### src/rtl/lcd_stream_sequencer.sv
// Word source for the 9-bit SPI LCD transmitter: plays the panel init sequence,
// then loops forever programming the address window and streaming RGB565 pixels.
module lcd_stream_sequencer #(
  parameter int unsigned H_RES        = 160,
  parameter int unsigned V_RES        = 128,
  parameter int unsigned ADDR_W       = 15,
  parameter logic [23:0] DELAY_CYCLES = 24'd6_000_000
) (
  input  logic              clk,
  input  logic              rst,
  input  logic              spi_idle,
  input  logic [15:0]       pixel_data,
  output logic [8:0]        spi_data,
  output logic              spi_valid,
  output logic [ADDR_W-1:0] pixel_addr,
  output logic              init_done,
  output logic              frame_done
);

  localparam logic [ADDR_W-1:0] LAST_ADDR = ADDR_W'(H_RES * V_RES - 1);
  localparam logic [7:0]        H_LAST    = 8'(H_RES - 1);
  localparam logic [7:0]        V_LAST    = 8'(V_RES - 1);

  typedef enum logic [2:0] {PWR_WAIT, INIT, DELAY, WIN, FETCH, PIX_HI, PIX_LO} state_t;
  typedef enum logic [1:0] {ISSUE, ACK, DONE} phase_t;

  state_t      state, state_d;
  phase_t      phase, phase_d;
  logic [23:0] cnt, cnt_d;
  logic [3:0]  idx, idx_d;
  logic [15:0] hold, hold_d;
  logic        fetch_wait, fetch_wait_d;
  logic [ADDR_W-1:0] addr_d;
  logic [8:0]  data_d;
  logic        valid_d, init_done_d, frame_done_d;

  logic [8:0]  cur_word;
  logic        cur_delayed;
  logic        sending, word_done, delay_done;

  // Word currently owed to the transmitter, selected by state and table index.
  always_comb begin
    cur_word    = 9'h000;
    cur_delayed = 1'b0;
    case (state)
      INIT: begin
        case (idx)
          4'd0:    begin cur_word = 9'h001; cur_delayed = 1'b1; end
          4'd1:    begin cur_word = 9'h011; cur_delayed = 1'b1; end
          4'd2:    cur_word = 9'h03A;
          4'd3:    cur_word = 9'h105;
          4'd4:    cur_word = 9'h036;
          4'd5:    cur_word = 9'h100;
          default: cur_word = 9'h029;
        endcase
      end
      WIN: begin
        case (idx)
          4'd0:    cur_word = 9'h02A;
          4'd4:    cur_word = {1'b1, H_LAST};
          4'd5:    cur_word = 9'h02B;
          4'd9:    cur_word = {1'b1, V_LAST};
          4'd10:   cur_word = 9'h02C;
          default: cur_word = 9'h100;
        endcase
      end
      PIX_HI:  cur_word = {1'b1, hold[15:8]};
      PIX_LO:  cur_word = {1'b1, hold[7:0]};
      default: cur_word = 9'h000;
    endcase
  end

  assign sending    = (state == INIT) || (state == WIN) || (state == PIX_HI) || (state == PIX_LO);
  assign word_done  = sending && (phase == DONE) && spi_idle;
  assign delay_done = (DELAY_CYCLES == 24'd0) || (cnt == DELAY_CYCLES - 24'd1);

  always_comb begin
    state_d      = state;
    phase_d      = phase;
    cnt_d        = cnt;
    idx_d        = idx;
    hold_d       = hold;
    fetch_wait_d = fetch_wait;
    addr_d       = pixel_addr;
    data_d       = spi_data;
    valid_d      = 1'b0;
    init_done_d  = init_done;
    frame_done_d = 1'b0;

    // Strobe only from ISSUE, so a second word cannot slip out before idle drops.
    if (sending) begin
      case (phase)
        ISSUE: if (spi_idle) begin
          valid_d = 1'b1;
          data_d  = cur_word;
          phase_d = ACK;
        end
        ACK:     if (!spi_idle) phase_d = DONE;
        DONE:    if (spi_idle) phase_d = ISSUE;
        default: phase_d = ISSUE;
      endcase
    end

    case (state)
      PWR_WAIT, DELAY: begin
        if (delay_done) begin
          cnt_d   = '0;
          state_d = INIT;
        end else begin
          cnt_d = cnt + 24'd1;
        end
      end
      INIT: if (word_done) begin
        if (idx == 4'd6) begin
          init_done_d = 1'b1;
          idx_d       = '0;
          state_d     = WIN;
        end else begin
          idx_d   = idx + 4'd1;
          state_d = cur_delayed ? DELAY : INIT;
        end
      end
      WIN: if (word_done) begin
        if (idx == 4'd10) begin
          idx_d        = '0;
          addr_d       = '0;
          fetch_wait_d = 1'b0;
          state_d      = FETCH;
        end else begin
          idx_d = idx + 4'd1;
        end
      end
      FETCH: begin
        // First cycle lets the synchronous RAM register the new address.
        if (!fetch_wait) begin
          fetch_wait_d = 1'b1;
        end else begin
          fetch_wait_d = 1'b0;
          hold_d       = pixel_data;
          state_d      = PIX_HI;
        end
      end
      PIX_HI: if (word_done) state_d = PIX_LO;
      PIX_LO: if (word_done) begin
        if (pixel_addr == LAST_ADDR) begin
          frame_done_d = 1'b1;
          addr_d       = '0;
          state_d      = WIN;
        end else begin
          addr_d  = pixel_addr + ADDR_W'(1);
          state_d = FETCH;
        end
      end
      default: state_d = PWR_WAIT;
    endcase
  end

  always_ff @(posedge clk or negedge rst) begin
    if (!rst) begin
      state      <= PWR_WAIT;
      phase      <= ISSUE;
      cnt        <= '0;
      idx        <= '0;
      hold       <= '0;
      fetch_wait <= 1'b0;
      pixel_addr <= '0;
      spi_data   <= '0;
      spi_valid  <= 1'b0;
      init_done  <= 1'b0;
      frame_done <= 1'b0;
    end else begin
      state      <= state_d;
      phase      <= phase_d;
      cnt        <= cnt_d;
      idx        <= idx_d;
      hold       <= hold_d;
      fetch_wait <= fetch_wait_d;
      pixel_addr <= addr_d;
      spi_data   <= data_d;
      spi_valid  <= valid_d;
      init_done  <= init_done_d;
      frame_done <= frame_done_d;
    end
  end

endmodule

### config.mk
export PLATFORM = sky130hd
export DESIGN_NAME = lcd_stream_sequencer
export DESIGN_NICKNAME = d
export VERILOG_FILES = /design/src/rtl/lcd_stream_sequencer.sv
export SDC_FILE = /design/constraint.sdc
export NUM_CORES = 1
export LEC_CHECK = 0
export ABC_CLOCK_PERIOD_IN_PS = 5200
export CORE_UTILIZATION = 60
export CTS_CLUSTER_SIZE = 16
export DETAILED_ROUTE_END_ITERATION = 8
export PLACE_DENSITY = 0.85
export SLEW_MARGIN = 30
export SYNTH_ARGS = -nofsm -noshare
export SYNTH_HDL_FRONTEND = slang
export SYNTH_SLANG_ARGS = --single-unit
### constraint.sdc
create_clock -name clk -period 5.2 [get_ports clk]
set_input_delay 0.78 -clock clk [delete_from_list [all_inputs] [get_ports clk]]
set_output_delay 0.78 -clock clk [all_outputs]
set_load 0.005 [all_outputs]
==> reports/summary.log <==
qor: routing.detail_route.iter0.violations 218
qor: clock_network.clock_tree.root_cell sky130_fd_sc_hd__clkbuf_8
qor: yosys.synth_enable_flop_cells 0
qor: power.comb_power_share 32.3%
qor: grt.grt_pass1_vias 3374
qor: critical_path.critical_path_required 5.43 ns
qor: place.numPortBuffers 45
qor: power.switching_power 0.768 mW
qor: die.placeableCoreArea 6760 sq um
qor: power.seq_power_share 46.2%
qor: critical_path.worst_setup_path_start_kind input pin
qor: die.floorplan.initialDensity 62.0%
qor: power.p_leak 2.02 nW
qor: clock_network.cts_sinks 77
qor: sta.timing.slew.headroom 41.4%
qor: sta.final-setup-viol-count 0
qor: critical_path.critPathCaptureType register
qor: power.finalPower 2.11 mW
qor: clock_network.cts-htree-levels 3
qor: outcome.status complete, no violations
qor: sta.hold_viol 0
qor: routing.avgViaCountPerCell 6.25
qor: routing.via_count 3491
qor: yosys.number_of_synthesis_warnings 0
qor: critical_path.worst-setup-path-type in -> reg
qor: clock_network.clk_path_buf_depth 2
qor: final_layout.syn2layout_area_growth 15.3%
qor: clock_network.cts_buf_count 9
qor: critical_path.path_max_fanout 8
qor: die.dieArea 7320 sq um
qor: routing.drtPass1Iterations 5
qor: yosys.synthArstFlopShare 100%
qor: clock_network.post_cts_hold_buffer_count 0
qor: clock_network.cts_tree built
qor: yosys.seq_area_frac_synth 46.0%
qor: power.internal-power 1.34 mW
qor: clock_network.post_cts.resized_instances 0
qor: power.worst_ir_drop_vdd 0.000301 V
qor: yosys.synth_fp_nets 465
qor: yosys.synth_seq_cells 77
qor: final_layout.fin_util 71.5%
qor: sta.post_layout_minimum_cycle_time 2.51 ns
qor: power.pwr_density_cell 436 nW/um^2
qor: die.top_level_ports 46
qor: grt.grt_max_degree 78
qor: final_layout.drive_above_1_share 8.77%
qor: grt.first_pass_grt_wire_length 15700 microns
qor: place.dp.final_hpwl 6250 microns
qor: routing.detail_route.wl_per_cell 16.5 microns
qor: yosys.synth.largest_area_cell sky130_fd_sc_hd__dfrtp_1
qor: sta.setup_tns 0 ns
qor: critical_path.timing.critical_path.arrival 2.74 ns
qor: die.core.rowCount 30
qor: yosys.synth_top_flop_cell sky130_fd_sc_hd__dfrtp_1
qor: sta.actual_transition_at_the_worst_max_transition_pin 0.873 ns
qor: routing.postRouteAntennaNets 0
qor: power.clockPowerShare 21.6%
qor: die.die-height 85.6 microns
qor: clock_network.clk_pin_slew 0.08 ns
qor: grt.grt_overflow_total 0
qor: yosys.synth.area.top_cells sky130_fd_sc_hd__dfrtp_1 (46%), sky130_fd_sc_hd__o21ai_0 (4.9%), sky130_fd_sc_hd__mux2_2 (4.0%)
qor: final_layout.final_net_count 496
qor: routing.wl 9200 microns
qor: yosys.synth_area 4190 sq um
qor: min_path.holdCritPathClass in -> async
qor: clock_network.insertion_delay 0.34 ns
qor: final_layout.n_antenna_cell 0
qor: yosys.syn-instance-count 444
qor: sta.timing.clock.skew 0.00941 ns
qor: yosys.synthDominantCellAreaShare 46.0%
qor: routing.drc 0
qor: yosys.syn_avg_cell_area 9.43 sq um
qor: sta.rsz0062_at_grt no
qor: yosys.synth_cell_types 67
qor: grt.grt_antenna_before_repair 0
qor: clock_network.post_cts_setup_buffer_count 0
qor: power.sw_frac_of_total 36.4%
qor: die.die_width 85.6 microns
qor: sta.timing_max_transition_violations_final 0
qor: place.place.gp.congestion 0.836
qor: sta.max_freq 0.398 GHz
qor: run.maxCapViolations 0
qor: grt.grtUsageTotal 27.1%
qor: sta.timing.final.crit_share 48.3%
through the flow:
| step | cells | worst slack [ns] | hold WS, ns | instance area [sq um] |
|---|---|---|---|---|
| final | 559 | 2.69 | 0.450 | 4830 |
| after global routing | 559 | 2.51 | 0.510 | 4830 |
| after CTS | 559 | 2.52 | 0.485 | 4830 |
| after detailed placement | 544 | 2.38 | 0.470 | 4630 |
| after global placement | 544 | 2.45 | 0.462 | 4630 |
| after floorplan | 444 | 3.19 | 0.443 | 4190 |
metal layers:
metal	vias up	GRT usage (%)	wire length, microns
met5	-	0	0
met4	0	10.3	125
met3	12	5.10	429
met2	97	41.2	4330
met1	1700	38.8	4310
li1	1682	-	-
placed cells by master, fill, tap and decap left out, drive strengths merged, types with 4 or more instances in the layout:
cell type and count:
a21oi 21, a221oi 5, a22o 4, and3 8, clkbuf 11, clkdlybuf4s50 44, dfrtp 77, inv 9
mux2 15, mux2i 4, nand2 40, nand2b 9, nand3 15, nand3b 4, nand4 12, nor2 39
nor2b 6, nor3 13, nor4 7, o21ai 44, o31ai 7, or3 4, xnor2 9, xor2 12
cell usage after synthesis, types with 12 or more instances:
cell                       count
sky130_fd_sc_hd__dfrtp_1      77
sky130_fd_sc_hd__o21ai_0      41
sky130_fd_sc_hd__nand2_1      40
sky130_fd_sc_hd__nor2_1       39
sky130_fd_sc_hd__a21oi_1      21
sky130_fd_sc_hd__mux2_2       15
sky130_fd_sc_hd__nand3_1      15
sky130_fd_sc_hd__clkbuf_1     14
sky130_fd_sc_hd__nand4_1      12
sky130_fd_sc_hd__nor3_1       12
sky130_fd_sc_hd__xor2_1       12
cell families after synthesis:
family                   synth area share [%]
XOR/XNOR                                 4.39
buffers and inverters                    3.43
AND/OR/NAND/NOR                          22.8
AO/OA/AOI/OAI                            17.7
flip-flops                               46.0
adder cells (fa/ha/maj)                 0.597
multiplexers                             4.99
worst max-delay path, cell delays in order:
cell and delay (ns):
sky130_fd_sc_hd__clkdlybuf4s50_1 0.54, sky130_fd_sc_hd__nand3b_1 0.28, sky130_fd_sc_hd__a21oi_1 0.25, sky130_fd_sc_hd__nor3b_1 0.07
sky130_fd_sc_hd__a211oi_1 0.44, sky130_fd_sc_hd__mux2_2 0.38
final cells by class:
cell class / count / area [sq um]
multi-input cells: 333 / 2120
clock inverters: 4 / 47.5
repair buffers: 45 / 452
fillers: 522 / 1930
clock buffers: 11 / 151
flip-flops and latches: 77 / 1930
well taps: 80 / 100
inverters: 9 / 33.8
sequential cells by signal, summed over array words and instances, names as in the netlist, 2 cells and up:
| signal | count |
|---|---|
| hold | 16 |
| phase | 2 |
| cnt | 24 |
| idx | 4 |
| spi_data | 9 |
| pixel_addr | 15 |
| state | 3 |
worst paths after layout:
check                            start           to  slack (ns)  cells past startpoint
min                                rst      cnt[14]        0.45                      1
max                           spi_idle     state[1]        2.69                      6
min reg2reg                spi_data[1]  spi_data[1]        0.48                      2
max in group asynchronous          rst     state[2]        4.25                      1
max reg2reg                   state[0]  spi_data[4]        2.71                      6
min in group clk           spi_data[1]  spi_data[1]        0.48                      2
power by group through the flow:
stage / Sequential [mW] / Clock, mW / Combinational [mW]
CTS: 0.965 / 0.461 / 0.675
finish: 0.973 / 0.454 / 0.680
detailed placement: 0.975 / 0 / 0.671
global placement: 0.966 / 0 / 0.649
floorplan: 0.844 / 0 / 0.590
global route: 1.00 / 0.486 / 0.761
No activity file was read; power rests on OpenSTA's default activity.
